==> src/rtl/alu_operand_entry.sv <==
// Board-side operand entry for the ALU lab: debounces enter/clear buttons and
// steps num1 -> op -> send, handing both operands off over a valid/ready pair.
module alu_operand_entry #(
   parameter int DB_CYCLES = 20,
   parameter int CW        = $clog2(DB_CYCLES + 1)
) (
   input  logic       clk,
   input  logic       rst,
   input  logic [7:0] sw,
   input  logic       btn_enter,
   input  logic       btn_clr,
   input  logic       out_ready,
   output logic [7:0] num1,
   output logic [2:0] op,
   output logic       out_valid,
   output logic [1:0] stage
);

   localparam int NB = 2;

   typedef enum logic [1:0] {
      S_NUM  = 2'b00,
      S_OP   = 2'b01,
      S_SEND = 2'b10
   } state_t;

   logic [NB-1:0] btn_raw;
   logic [NB-1:0] btn_ev;
   logic          enter_ev;
   logic          clr_ev;

   assign btn_raw  = {btn_clr, btn_enter};
   assign enter_ev = btn_ev[0];
   assign clr_ev   = btn_ev[1];

   // Per button: 2-flop synchroniser, stability counter, rising-edge event.
   generate
      for (genvar gi = 0; gi < NB; gi++) begin : gen_btn
         logic          sync1_reg;
         logic          sync2_reg;
         logic          db_reg;
         logic          ev_reg;
         logic [CW-1:0] cnt_reg;

         always_ff @(posedge clk or negedge rst) begin
            if (!rst) begin
               sync1_reg <= 1'b0;
               sync2_reg <= 1'b0;
               db_reg    <= 1'b0;
               ev_reg    <= 1'b0;
               cnt_reg   <= '0;
            end else begin
               sync1_reg <= btn_raw[gi];
               sync2_reg <= sync1_reg;
               ev_reg    <= 1'b0;
               if (sync2_reg == db_reg) begin
                  cnt_reg <= '0;
               end else if (cnt_reg == CW'(DB_CYCLES - 1)) begin
                  // Level flips on the DB_CYCLES-th differing cycle; only a press is an event.
                  db_reg  <= ~db_reg;
                  cnt_reg <= '0;
                  ev_reg  <= ~db_reg;
               end else begin
                  cnt_reg <= cnt_reg + CW'(1);
               end
            end
         end

         assign btn_ev[gi] = ev_reg;
      end
   endgenerate

   state_t     state_reg, state_next;
   logic [7:0] num1_reg, num1_next;
   logic [2:0] op_reg, op_next;
   logic       valid_reg, valid_next;

   always_ff @(posedge clk or negedge rst) begin
      if (!rst) begin
         state_reg <= S_NUM;
         num1_reg  <= 8'd0;
         op_reg    <= 3'd0;
         valid_reg <= 1'b0;
      end else begin
         state_reg <= state_next;
         num1_reg  <= num1_next;
         op_reg    <= op_next;
         valid_reg <= valid_next;
      end
   end

   always_comb begin
      state_next = state_reg;
      num1_next  = num1_reg;
      op_next    = op_reg;
      valid_next = valid_reg;
      if (clr_ev) begin
         // Clear overrides enter and any handshake in the same cycle.
         state_next = S_NUM;
         num1_next  = 8'd0;
         op_next    = 3'd0;
         valid_next = 1'b0;
      end else begin
         case (state_reg)
            S_NUM: begin
               if (enter_ev) begin
                  num1_next  = sw;
                  state_next = S_OP;
               end
            end
            S_OP: begin
               if (enter_ev) begin
                  op_next    = sw[2:0];
                  valid_next = 1'b1;
                  state_next = S_SEND;
               end
            end
            S_SEND: begin
               // Operands are frozen here; enter presses are dropped.
               if (valid_reg && out_ready) begin
                  valid_next = 1'b0;
                  state_next = S_NUM;
               end
            end
            default: begin
               state_next = S_NUM;
               valid_next = 1'b0;
            end
         endcase
      end
   end

   assign num1      = num1_reg;
   assign op        = op_reg;
   assign out_valid = valid_reg;
   assign stage     = state_reg;

endmodule

==> config.mk <==
export PLATFORM = sky130hd
export DESIGN_NAME = alu_operand_entry
export DESIGN_NICKNAME = d
export VERILOG_FILES = /design/src/rtl/alu_operand_entry.sv
export SDC_FILE = /design/constraint.sdc
export NUM_CORES = 1
export LEC_CHECK = 0
export ABC_AREA = 1
export CORE_MARGIN = 4
export CORE_UTILIZATION = 45
export DETAILED_ROUTE_END_ITERATION = 10
export PLACE_DENSITY = 0.71
export SLEW_MARGIN = 0
export SYNTH_ARGS = -nofsm -noshare
export SYNTH_HDL_FRONTEND = slang
export SYNTH_SLANG_ARGS = --single-unit
==> constraint.sdc <==
create_clock -name clk -period 1.47 [get_ports clk]
set_input_delay 0.2205 -clock clk [delete_from_list [all_inputs] [get_ports clk]]
set_output_delay 0.2205 -clock clk [all_outputs]
set_load 0.02 [all_outputs]
## Word-level counts from Yosys, hierarchy flattened

Cells that the tools add are included.

- Output and inout port bits: 14
- Register bits after elaboration: 32
- Input bits: 13

- Add/sub/neg operators: 2
- Reductions and logical operators: 11
- Eq/ne operators: 10
- Bitwise gates (word level): 4
- Multiplexer cells: 23

Operators with widths:

| kind | count |
|---|---|
| $mux W8 | 3 |
| $mux W5 | 4 |
| $add A5 B1 Y5 const B | 2 |
| $eq A5 B5 Y1 const B | 2 |
| $mux W3 | 3 |
| $ne A3 B3 Y1 const B | 3 |
| $mux W2 | 4 |
| $reduce_and A2 Y1 | 4 |
| $mux W1 | 7 |
| $pmux W2 S3 | 1 |
| $reduce_and A3 Y1 | 2 |
| $reduce_bool A2 Y1 | 3 |
| $not A1 Y1 | 4 |
| $pmux W1 S3 | 1 |
| $eq A1 B1 Y1 | 2 |
| $eq A2 B1 Y1 const B | 1 |
| $eq A2 B2 Y1 const B | 1 |
| $logic_not A2 Y1 | 1 |
| $ne A2 B2 Y1 const B | 1 |
| $logic_and A1 B1 Y1 | 1 |

## Logic depth before layout (Yosys ltp)

- Word-level depth: 4
- Depth in mapped cells: 6
- Depth with buffers taken out: 6

## Worst setup path after synthesis

No wires, ideal clock.

- Kind: reg2reg
- From: reg state_reg[0] (netlist: stage[0])
- To: reg op_reg[0] (netlist: op[0])
- Buffers on the path: 0
- Setup slack: 452 ps
- Period minus slack after synthesis: 1018 ps
- Cell stages (with the launch flop): 6
- Arrival: 901 ps
- Cell sequence: dfrtp_1 -> inv_2 -> nor2_2 -> nand2_2 -> nand3_1 -> nand2_1

- Longest elaborated chain between the ends: 3

Ends and longest elaborated chain:

| item | line | source |
|---|---|---|
| from (decl) | 73 | `state_t state_reg, state_next;` |
| from (signal assigned) | 85 | `state_reg <= state_next;` |
| $eq A2 B1 Y1 | 104 | `case (state_reg)` |
| $reduce_bool A2 Y1 (no source line) | - |  |
| $reduce_and A2 Y1 (no source line) | - |  |
| to (signal assigned) | 87 | `op_reg <= op_next;` |
| to (decl) | 75 | `logic [2:0] op_reg, op_next;` |

Every way passes these cells.
A chain may end at the register's enable or synchronous reset.

## Final worst setup path

- From: reg state_reg[1] (netlist: stage[1])
- To: out stage[1]

RTL lines:

| item | line | source |
|---|---|---|
| to (decl) | 16 | `output logic [1:0] stage` |

No word-level cell between the ends.

==> flow_summary_export.csv <==
group,metric,value,unit
status,status,"finished clean",
drt,totalWireLength,2610,µm
synth,synth_top_family_by_area,"simple AND/OR/NAND/NOR gates",
finish,fill_cells,255,
flow_run,maxCapViolCount,0,
synth,synth_nets,155,
drt,vias,1011,
finish,fin_util,60.1,%
global_routing,antenna_found_initial,0,
worst_hold_path,hold_class,"input pin to asynchronous set/reset pin",
drt,viasPerCell,4.93,
setup_path,r2r_start,"clr_ev$_DFF_PN0_",
sta,min_period_over_period,89.9,%
finish,drive_above_1_share,13.2,%
setup_path,worstPathCellList,"dlygate4sd2_1",
synth,ys_ff_latch,32,
sta,slew_violations,0,
setup_path,path_class,"register to primary output",
setup_path,cpPeakStageDelay,420,ps
sta,hold_ws,276,ps
clock_network,numCtsBuffers,5,
finish,fin_cells,205,
global_routing,use_met3,7.55,%
power,powerDensity,920,nW/µm²
setup_path,critical_path.top_delay_family,"flip-flops",
finish,final_common_cell,"nand2_1",
power,p_leak,0.798,nW
clock_network,clk_pin_slew,100,ps
drt,drcViolationCount,0,
sta,tightest_slew,397,ps
synth,yosysSeqAreaShare,58.8,%
sta,setup_viol,0,
drt,postRouteAntennaNets,0,
sta,fmax,757,MHz
global_routing,grt_overflow,0,
floorplan,floorplan.initialDensity,48.1,%
global_routing,grt_max_degree,33,
finish,largest_reg_flops,10,
setup_path,worst_setup_path_end_kind,"primary output",
floorplan,ios,27,
global_routing,gr-usage-met2,26.1,%
floorplan,rows,19,
clock_network,cts.sinks,32,
finish,area_growth,24.9,%
setup_path,arrival,1100,ps
synth,synth-compound-area-share,1.75,%
setup_path,cp_max_fo,4,
sta,rsz0062_at_grt,"false",
sta,hold_violations,0,
clock_network,insertion_delay,330,ps
global_routing,grt_usage,15.7,%
global_routing,grt_pass1_wl,4760,µm
clock_network,cts_hold_repair.buffers,0,
clock_network,cts_buffer_depth,2,
floorplan,coreArea,2830,µm²
drt,detail_route.wl_per_cell,12.7,µm
placement,port_buffers,26,
clock_network,h-tree-depth,2,
synth,synth_fa_ha_area_share,1.84,%
sta,layout_min_cycle_time,1320,ps
synth,synthCells,140,
setup_path,crit_start,"stage[1]$_DFFE_PN0P_",
placement,place.gp.congestion,0.841,
synth,muxShareOfSynthArea,0,%
synth,ys_types,22,
global_routing,grt.met1_usage,17.2,%
drt,drt_iter0_drc,29,
clock_network,cts_tree,"done",
finish,antenna_cells,0,
finish,final_cell_mix,"nand2_1, dfrtp_1, nand3_1",
synth,synth-simple-area-share,28.9,%
synth,synthXorXnorAreaFrac,3.86,%
synth,post_synth.cell_area_avg,9.72,µm²
global_routing,grt_pass1_vias,1089,
synth,yosys_warnings,0,
floorplan,dieArea,3970,µm²
power,power,1.56,mW
finish,nNetsFinal,188,
sta,fin_skew,8.15,ps
placement,dpl.hpwl,1960,µm
sta,slew_headroom,73.5,%
sta,tns,0,ps
drt,drtPass1Iterations,4,
clock_network,clockRootBuffer,"clkbuf_4",
setup_path,startpoint_type,"register",
floorplan,die_x,63,µm
setup_path,path_buf_inv,1,
global_routing,busiest_layer,"met2",
synth,netlist_area,1360,µm²
floorplan,die_h,63,µm
placement,dp_cells,197,
setup_path,slowest_stage,"dfrtp_1",
power,irDropWorstVdd,623,µV
setup_path,critical_path_required,1250,ps
-- Yosys cell counts --
| cell type | instances | share of area, % |
|---|---|---|
| o21ai_0 | 2 | 0.74 |
| nand2_1 | 33 | 9.1 |
| inv_1 | 10 | 2.8 |
| nor3_1 | 2 | 0.74 |
| or2_0 | 1 | 0.46 |
| nand3_2 | 2 | 1.5 |
| nor2_1 | 16 | 4.4 |
| ha_1 | 2 | 1.8 |
| nand2_2 | 3 | 1.4 |
| xor2_1 | 4 | 2.6 |
| inv_2 | 3 | 0.83 |
| buf_6 | 1 | 0.83 |
| nand4_1 | 1 | 0.46 |
| nor2_4 | 1 | 0.83 |
| nor2_2 | 1 | 0.46 |
| o21ai_1 | 1 | 0.37 |
| inv_4 | 1 | 0.46 |
| dfrtp_1 | 32 | 59 |
| xnor2_1 | 2 | 1.3 |
| nand3_1 | 19 | 7.0 |
| a21oi_2 | 1 | 0.64 |
| nand3_4 | 2 | 2.6 |
-- through the flow --
stage,worst slack [ps],instance area [µm²]
CTS,131,1700
floorplan,452,1360
global route,88.3,1700
detailed placement,232,1660
global placement,246,1660
finish,149,1700
-- layout make-up --
type                            instances  area, µm²  share of cell area [%]
Multi-Input combinational cell         93        494                    29.1
Clock inverter                          2       10.0                   0.589
Tap cell                               31       38.8                    2.28
Sequential cell                        32        801                    47.1
Timing Repair Buffer                   27        250                    14.7
Inverter                               14       55.1                    3.24
Clock buffer                            6       51.3                    3.02
-- timing repair --
action                                  in CTS  in global routing
resized for setup                           14                  0
setup buffers                                0                  0
endpoints found under the setup margin      14                  0
-- worst register-to-register path: cells and delay by family, from the launching register on --
kind / cells / cell delay [ps]
buf+inv: 1 / 190
flops: 1 / 480
simple gates: 4 / 410
-- power breakdown --
group          internal [mW]  switching, mW  total, mW
Clock                  0.227          0.289      0.516
Combinational         0.0599         0.0666      0.127
Sequential             0.902         0.0198      0.922
Total                   1.19          0.376       1.56
-- final timing paths --
path                                                    to  slack (ps)  depth (start not counted)
hold reg to reg             gen_btn[1].sync2_reg$_DFF_PN0_         350                          0
min in group clk            gen_btn[1].sync1_reg$_DFF_PN0_         330                          1
max in group asynchronous  gen_btn[0].cnt_reg[4]$_DFF_PN0_         910                          2
setup reg to reg                       num1[5]$_DFFE_PN0P_         330                          5
setup / recovery                                  stage[1]         150                          1
hold / removal                           op[2]$_DFFE_PN0P_         280                          2
-- cells by family (layout without fill, tap and decap cells) --
| logic type | count (synthesis) | in the layout |
|---|---|---|
| DFF | 32 | 32 |
| AOI/OAI and AO/OA | 4 | 4 |
| adders and majority gates | 2 | 2 |
| xor gates and xnor gates | 6 | 6 |
| buffers and inverters | 15 | 49 |
| and+or+nand+nor | 81 | 81 |
-- per-layer routing --
layer,vias up,wire [µm]
met5,-,0
li1,505,-
met1,479,1150
met4,0,40
met2,22,1250
met3,5,167
No activity file was read; power rests on OpenSTA's default activity.
